File: config.mk
export PLATFORM = sky130hd
export DESIGN_NAME = nor_sub_skid
export DESIGN_NICKNAME = d
export VERILOG_FILES = /design/src/rtl/nor_sub_skid.sv
export SDC_FILE = /design/constraint.sdc
export NUM_CORES = 1
export LEC_CHECK = 0
export BUFFER_PORTS_ARGS = -buffer_cell sky130_fd_sc_hd__clkbuf_2
export CORE_MARGIN = 10
export CORE_UTILIZATION = 50
export DETAILED_ROUTE_END_ITERATION = 12
export GPL_ROUTABILITY_DRIVEN = 0
export GPL_TIMING_DRIVEN = 0
export PLACE_DENSITY = 0.76
export SLEW_MARGIN = 20
export SYNTH_ARGS = -nofsm -noshare
export SYNTH_HDL_FRONTEND = slang
export SYNTH_SLANG_ARGS = --single-unit
File: constraint.sdc
create_clock -name clk -period 4.09 [get_ports clk]
set_input_delay 1.227 -clock clk [delete_from_list [all_inputs] [get_ports clk]]
set_output_delay 1.227 -clock clk [all_outputs]
set_load 0.02 [all_outputs]
File: src/rtl/nor_sub_skid.sv
// Elastic stage between normaliser and subnormal handler: 2-entry skid buffer
// with valid/ready handshake, synchronous flush and optional flush-to-zero.
module nor_sub_skid #(
    parameter int MANT_W = 11,
    parameter int EXP_W  = 7,
    parameter int FTZ    = 0,
    parameter int CNT_W  = 16
) (
    input  logic              clk,
    input  logic              rst,
    input  logic              flush,
    input  logic              in_valid,
    output logic              in_ready,
    input  logic              sign_in,
    input  logic [MANT_W-1:0] norm_sum_in,
    input  logic [EXP_W-1:0]  exp_final_in,
    output logic              out_valid,
    input  logic              out_ready,
    output logic              sign_out,
    output logic [MANT_W-1:0] norm_sum_out,
    output logic [EXP_W-1:0]  exp_final_out,
    output logic [CNT_W-1:0]  ftz_count
);

    localparam logic [1:0] ST_EMPTY = 2'd0;
    localparam logic [1:0] ST_ONE   = 2'd1;
    localparam logic [1:0] ST_FULL  = 2'd2;
    localparam bit         FTZ_EN   = (FTZ != 0);

    logic [1:0]        state_q, state_d;
    logic              main_sign_q, main_sign_d;
    logic [MANT_W-1:0] main_sum_q, main_sum_d;
    logic [EXP_W-1:0]  main_exp_q, main_exp_d;
    logic              skid_sign_q, skid_sign_d;
    logic [MANT_W-1:0] skid_sum_q, skid_sum_d;
    logic [EXP_W-1:0]  skid_exp_q, skid_exp_d;
    logic [CNT_W-1:0]  ftz_count_q, ftz_count_d;

    logic              in_fire;
    logic              out_fire;
    logic              is_sub;
    logic [MANT_W-1:0] cap_sum;

    // Ready depends only on registered state, so no out_ready-to-in_ready path.
    assign in_ready  = (state_q != ST_FULL);
    assign out_valid = (state_q != ST_EMPTY);
    assign in_fire   = in_valid & in_ready;
    assign out_fire  = out_valid & out_ready;

    assign is_sub  = FTZ_EN && (exp_final_in == '0) && (norm_sum_in != '0);
    assign cap_sum = is_sub ? '0 : norm_sum_in;

    assign sign_out      = main_sign_q;
    assign norm_sum_out  = main_sum_q;
    assign exp_final_out = main_exp_q;
    assign ftz_count     = ftz_count_q;

    always_comb begin
        state_d     = state_q;
        main_sign_d = main_sign_q;
        main_sum_d  = main_sum_q;
        main_exp_d  = main_exp_q;
        skid_sign_d = skid_sign_q;
        skid_sum_d  = skid_sum_q;
        skid_exp_d  = skid_exp_q;
        if (flush) begin
            state_d     = ST_EMPTY;
            main_sign_d = 1'b0;
            main_sum_d  = '0;
            main_exp_d  = '0;
            skid_sign_d = 1'b0;
            skid_sum_d  = '0;
            skid_exp_d  = '0;
        end else begin
            case (state_q)
                ST_EMPTY: begin
                    if (in_fire) begin
                        main_sign_d = sign_in;
                        main_sum_d  = cap_sum;
                        main_exp_d  = exp_final_in;
                        state_d     = ST_ONE;
                    end
                end
                ST_ONE: begin
                    if (in_fire && out_fire) begin
                        main_sign_d = sign_in;
                        main_sum_d  = cap_sum;
                        main_exp_d  = exp_final_in;
                    end else if (in_fire) begin
                        skid_sign_d = sign_in;
                        skid_sum_d  = cap_sum;
                        skid_exp_d  = exp_final_in;
                        state_d     = ST_FULL;
                    end else if (out_fire) begin
                        state_d = ST_EMPTY;
                    end
                end
                ST_FULL: begin
                    if (out_fire) begin
                        main_sign_d = skid_sign_q;
                        main_sum_d  = skid_sum_q;
                        main_exp_d  = skid_exp_q;
                        state_d     = ST_ONE;
                    end
                end
                default: state_d = ST_EMPTY;
            endcase
        end
    end

    // A word discarded by flush never counts as a flush-to-zero event.
    always_comb begin
        ftz_count_d = ftz_count_q;
        if (!flush && in_fire && is_sub && (ftz_count_q != '1)) begin
            ftz_count_d = ftz_count_q + CNT_W'(1);
        end
    end

    always_ff @(posedge clk or negedge rst) begin
        if (!rst) begin
            state_q     <= ST_EMPTY;
            main_sign_q <= 1'b0;
            main_sum_q  <= '0;
            main_exp_q  <= '0;
            skid_sign_q <= 1'b0;
            skid_sum_q  <= '0;
            skid_exp_q  <= '0;
            ftz_count_q <= '0;
        end else begin
            state_q     <= state_d;
            main_sign_q <= main_sign_d;
            main_sum_q  <= main_sum_d;
            main_exp_q  <= main_exp_d;
            skid_sign_q <= skid_sign_d;
            skid_sum_q  <= skid_sum_d;
            skid_exp_q  <= skid_exp_d;
            ftz_count_q <= ftz_count_d;
        end
    end

endmodule

Word-level counts from Yosys, hierarchy flattened --
Cells that the tools add are included.
Word-level totals: output and inout bits 37, input port bits 24, logic and storage cells 58, register bits 40
Operators by class: muxes and demuxes 31, bitwise logic cells 2, reductions and logical operators 9, eq/ne operators 9
Operator list (number):
- $mux W11 | 7
- $mux W7 | 7
- $pmux W11 S3 | 1
- $pmux W7 S3 | 1
- $mux W2 | 6
- $ne A3 B3 Y1 const B | 4
- $reduce_and A4 Y1 | 2
- $mux W1 | 7
- $pmux W2 S3 | 1
- $reduce_bool A2 Y1 | 3
- $ne A2 B2 Y1 const B | 2
- $ne A4 B4 Y1 const B | 1
- $reduce_bool A4 Y1 | 1
- $pmux W1 S3 | 1
- $reduce_and A3 Y1 | 1
- $and A1 B1 Y1 | 2
- $eq A2 B1 Y1 const B | 1
- $eq A2 B2 Y1 const B | 1
- $logic_not A2 Y1 | 1
- $logic_and A1 B1 Y1 | 1

Depth between registers and ports, before layout --
word-level depth 7, mapped depth 9, gate-level depth less buffers 6

Least setup slack after synthesis --
Ideal clock, no wire load.
path type reg2out, start point reg state_q[0], end point out in_ready, cell stages (with the launch flop) 6, arrival time 1.316 ns, buffers on the path 2, path slack 1.547 ns, required time 2.863 ns, cell sequence dfrtp_1 -> inv_1 -> ha_1 -> buf_2 -> buf_2 -> inv_1
Between the ends: word-level cells in the longest chain between the ends 1
RTL lines:
- start, declared | RTL line 30 | logic [1:0] state_q, state_d;
- start signal, assigned | RTL line 130 | state_q <= state_d;
- $ne A2 B2 Y1 | RTL line 45 | assign in_ready = (state_q != ST_FULL);
- end, declared | RTL line 13 | output logic in_ready,
Every way passes these cells.

Worst setup path after layout --
Ends and elaborated chain as after synthesis.

==> metrics.txt <==
critical path capture point type=output port; grt ovf=0; Yosys reg bits=40; r2r startpoint=state_q[0]; RSZ-0062 raised after global routing=false; port buffer count=44; Worst slew margin=42.2%; critical-path cell list=inv_1, ha_1, buf_2, buf_2, inv_1, clkbuf_2; worst hold path type=register to register; clock-pin slew on the worst setup and hold paths=about 0.070 ns; FP Rows=24; Top FF cell, synth=dfrtp_1; Pins Over Slew Limit=0; dominant cell by count in the synthesized netlist=dfrtp_1; post-synthesis cell count=approximately 220; WL/cell=15.4 um; Worst IR Drop VDD=0.290 mV; post-synth top area share=between 40% and 50%; Clock Skew=0.00471 ns; crit path max-delay cell type=dfrtp_1; drt total wl=around 5200 um; cell area after technology mapping=2340 um2; CTS Sinks=40; DIE WIDTH=between 80 and 90 um; Final ANT Viol Nets=0; status=finished clean; critical path's largest stage delay=roughly 0.41 ns; htree depth=2; Startpoint Class=register; TritonCTS clock tree=yes; CTS buffer count=5; All-Layer GR Usage=approximately 14%; setup TNS=0 ns; antenna fix cells=0; CP max FO=10; CTS Root Buffer Type=clkbuf_8; hold buffers post-CTS=0; PostCTS Resize Cnt=0; core area=4440 um2; non-filler cells, final=336; maximum clock rate=~320 MHz; layout cells sized above 1=between 20% and 30%; post-synthesis async set-or-reset flop share=100%; Warnings, synthesis=0; worst slew pin tran=0.867 ns; Fin. Hold Viols=0; Final nets=about 310; drt first pass iters=4; clock latency on the worst-skew pair=about 0.29 ns; vias=approximately 1.8k; Die Ht=approximately 88 um; CP bufs+invs=5; Post CTS Setup Buffer Count=0; Data arrival, critical path=between 1.5 and 2 ns; power density over cell area=between 500 and 600 nW/um2; EDFF count, synth=0; Area contributors post-synth=dfrtp_1 (43%), mux2i_1 (17%), a221o_1 (8.5%); critical path class=register to output port; Tmin final=between 3 and 4 ns; syn_area_per_cell=between 10 and 15 um2; Critical Path RT=approximately 2.9 ns; sequential share of the synthesized area=between 40 and 50%; initial antenna violation count=0; Top delay family on crit path=buffers and inverters; CP startpoint=state_q[0]; vias in the first global route=between 1.5k and 2k; Remaining DRCs=0; Synth cell types=26; synthesis-to-finish area growth=18.4%; Synth area leader=dfrtp_1; area of the die=~7800 um2; MaxCap Viol Count=0; clock buffer depth=2; largest net degree at the start of global routing=41; DR iter-0 viols=60; cell count after placement=328; leakage=approximately 1.3 nW; Synth top cells by count=dfrtp_1 (40), mux2i_1 (39), a221o_1 (20), nor2_1 (20), nor2b_1 (20); global-route wire length before repair=between 8000 and 9000 um; detailed-placement wirelength estimate=between 3000 and 4000 um; final setup fails=0; fin crit share=between 70% and 80%; # IOs=between 60 and 70; DR vias/cell=~5.2; initial core utilization=52.7%; worst hold path startpoint=skid_sum_q[3]
[metal layers]
layer / part of all wire (%) / wire, um / global-route usage [%] / vias to the layer above
met5: 0 / 0 / 0 / -
met4: 1.6 / 85 / 5.73 / 0
met3: 7.3 / 375 / 3.49 / 8
met2: 46 / 2400 / 22.4 / 52
met1: 45 / 2300 / 17.5 / 807
li1: - / - / - / 895
[worst reg2reg max path, stage by stage, from the launching register on]
cell	delay (ns)
dfrtp_1	0.38
inv_1	0.12
ha_1	0.22
buf_6	0.14
nand4bb_1	0.23
and3b_1	0.26
clkbuf_1	0.21
nor4_1	0.41
a221o_1	0.17
[cells by family (layout without fill, tap and decap cells)]
kind of cell    count (synthesis)  in the layout  share of synthesized area, %
compound gates                 25             25                          10.1
fa+ha+maj                       6              6                          3.20
buf+inv                        39             91                          10.6
flops                          40             40                          42.7
mux                            39             39                          16.7
other cells                     1             16                         0.160
simple gates                   67             67                          16.6
[cell type report]
cell class	instances	area [um2]
fillers	391	1670
multi-input cells	153	1150
flip-flops and latches	40	1000
plain buffers	35	233
repair buffers	44	220
clock buffers	8	90.1
well taps	52	65.1
inverters	4	15.0
[state kept, by name, indices dropped and copies added, names as in the netlist]
name / count
exp_final_out: 7
skid_sum_q: 11
sign_out: 1
skid_exp_q: 7
norm_sum_out: 11
skid_sign_q: 1
state_q: 2
[power breakdown]
part | switching [mW] | internal, mW
combinational | 0.383 | 0.278
clock | 0.129 | 0.138
sequential | 0.0657 | 0.488
total | 0.577 | 0.903
[cells in the final DEF (no fill, tap or decap)]
cell type	n
buf_2	7
a22o_1	1
a221o_1	20
inv_1	4
nand2b_4	1
conb_1	16
nor4_1	18
nor2_1	20
a2111oi_0	1
a211oi_1	1
a21o_1	1
nand4bb_1	1
ha_1	6
clkbuf_2	43
clkbuf_1	10
buf_6	4
dfrtp_1	40
mux2i_1	39
nor4_2	1
clkbuf_8	6
buf_4	17
nor3_1	1
o21ai_0	1
nor2b_1	20
nand2_1	1
and3b_1	1
or4_1	1
nand2b_1	2
[final timing paths]
| path | endpoint | slack, ns | cells past startpoint |
|---|---|---|---|
| max | in_ready | 0.94 | 6 |
| min | skid_sum_q[3] | 0.52 | 2 |
| max reg2reg | norm_sum_out[2] | 1.89 | 8 |
| min reg2reg | skid_sum_q[3] | 0.52 | 2 |
| max in group asynchronous | norm_sum_out[8] | 2.50 | 1 |
| min in group asynchronous | skid_sum_q[0] | 1.05 | 1 |
[through the flow]
| step | power, mW | utilization (%) | cell area, um2 | hold WS, ns | setup slack [ns] |
|---|---|---|---|---|---|
| 6_report | 1.48 | 62.4 | 2780 | 0.520 | 0.942 |
| 5_1_grt | 1.58 | 62.4 | 2780 | 0.549 | 0.815 |
| 3_5_place_dp | 1.22 | 60.4 | 2690 | 0.507 | 1.27 |
| 2_1_floorplan | 1.04 | - | 2400 | 0.486 | 1.55 |
| 3_3_place_gp | 1.21 | 60.4 | 2690 | 0.501 | 1.29 |
| 4_1_cts | 1.49 | 62.4 | 2780 | 0.526 | 0.948 |
Note: power is estimated with default switching activity, not from simulation.
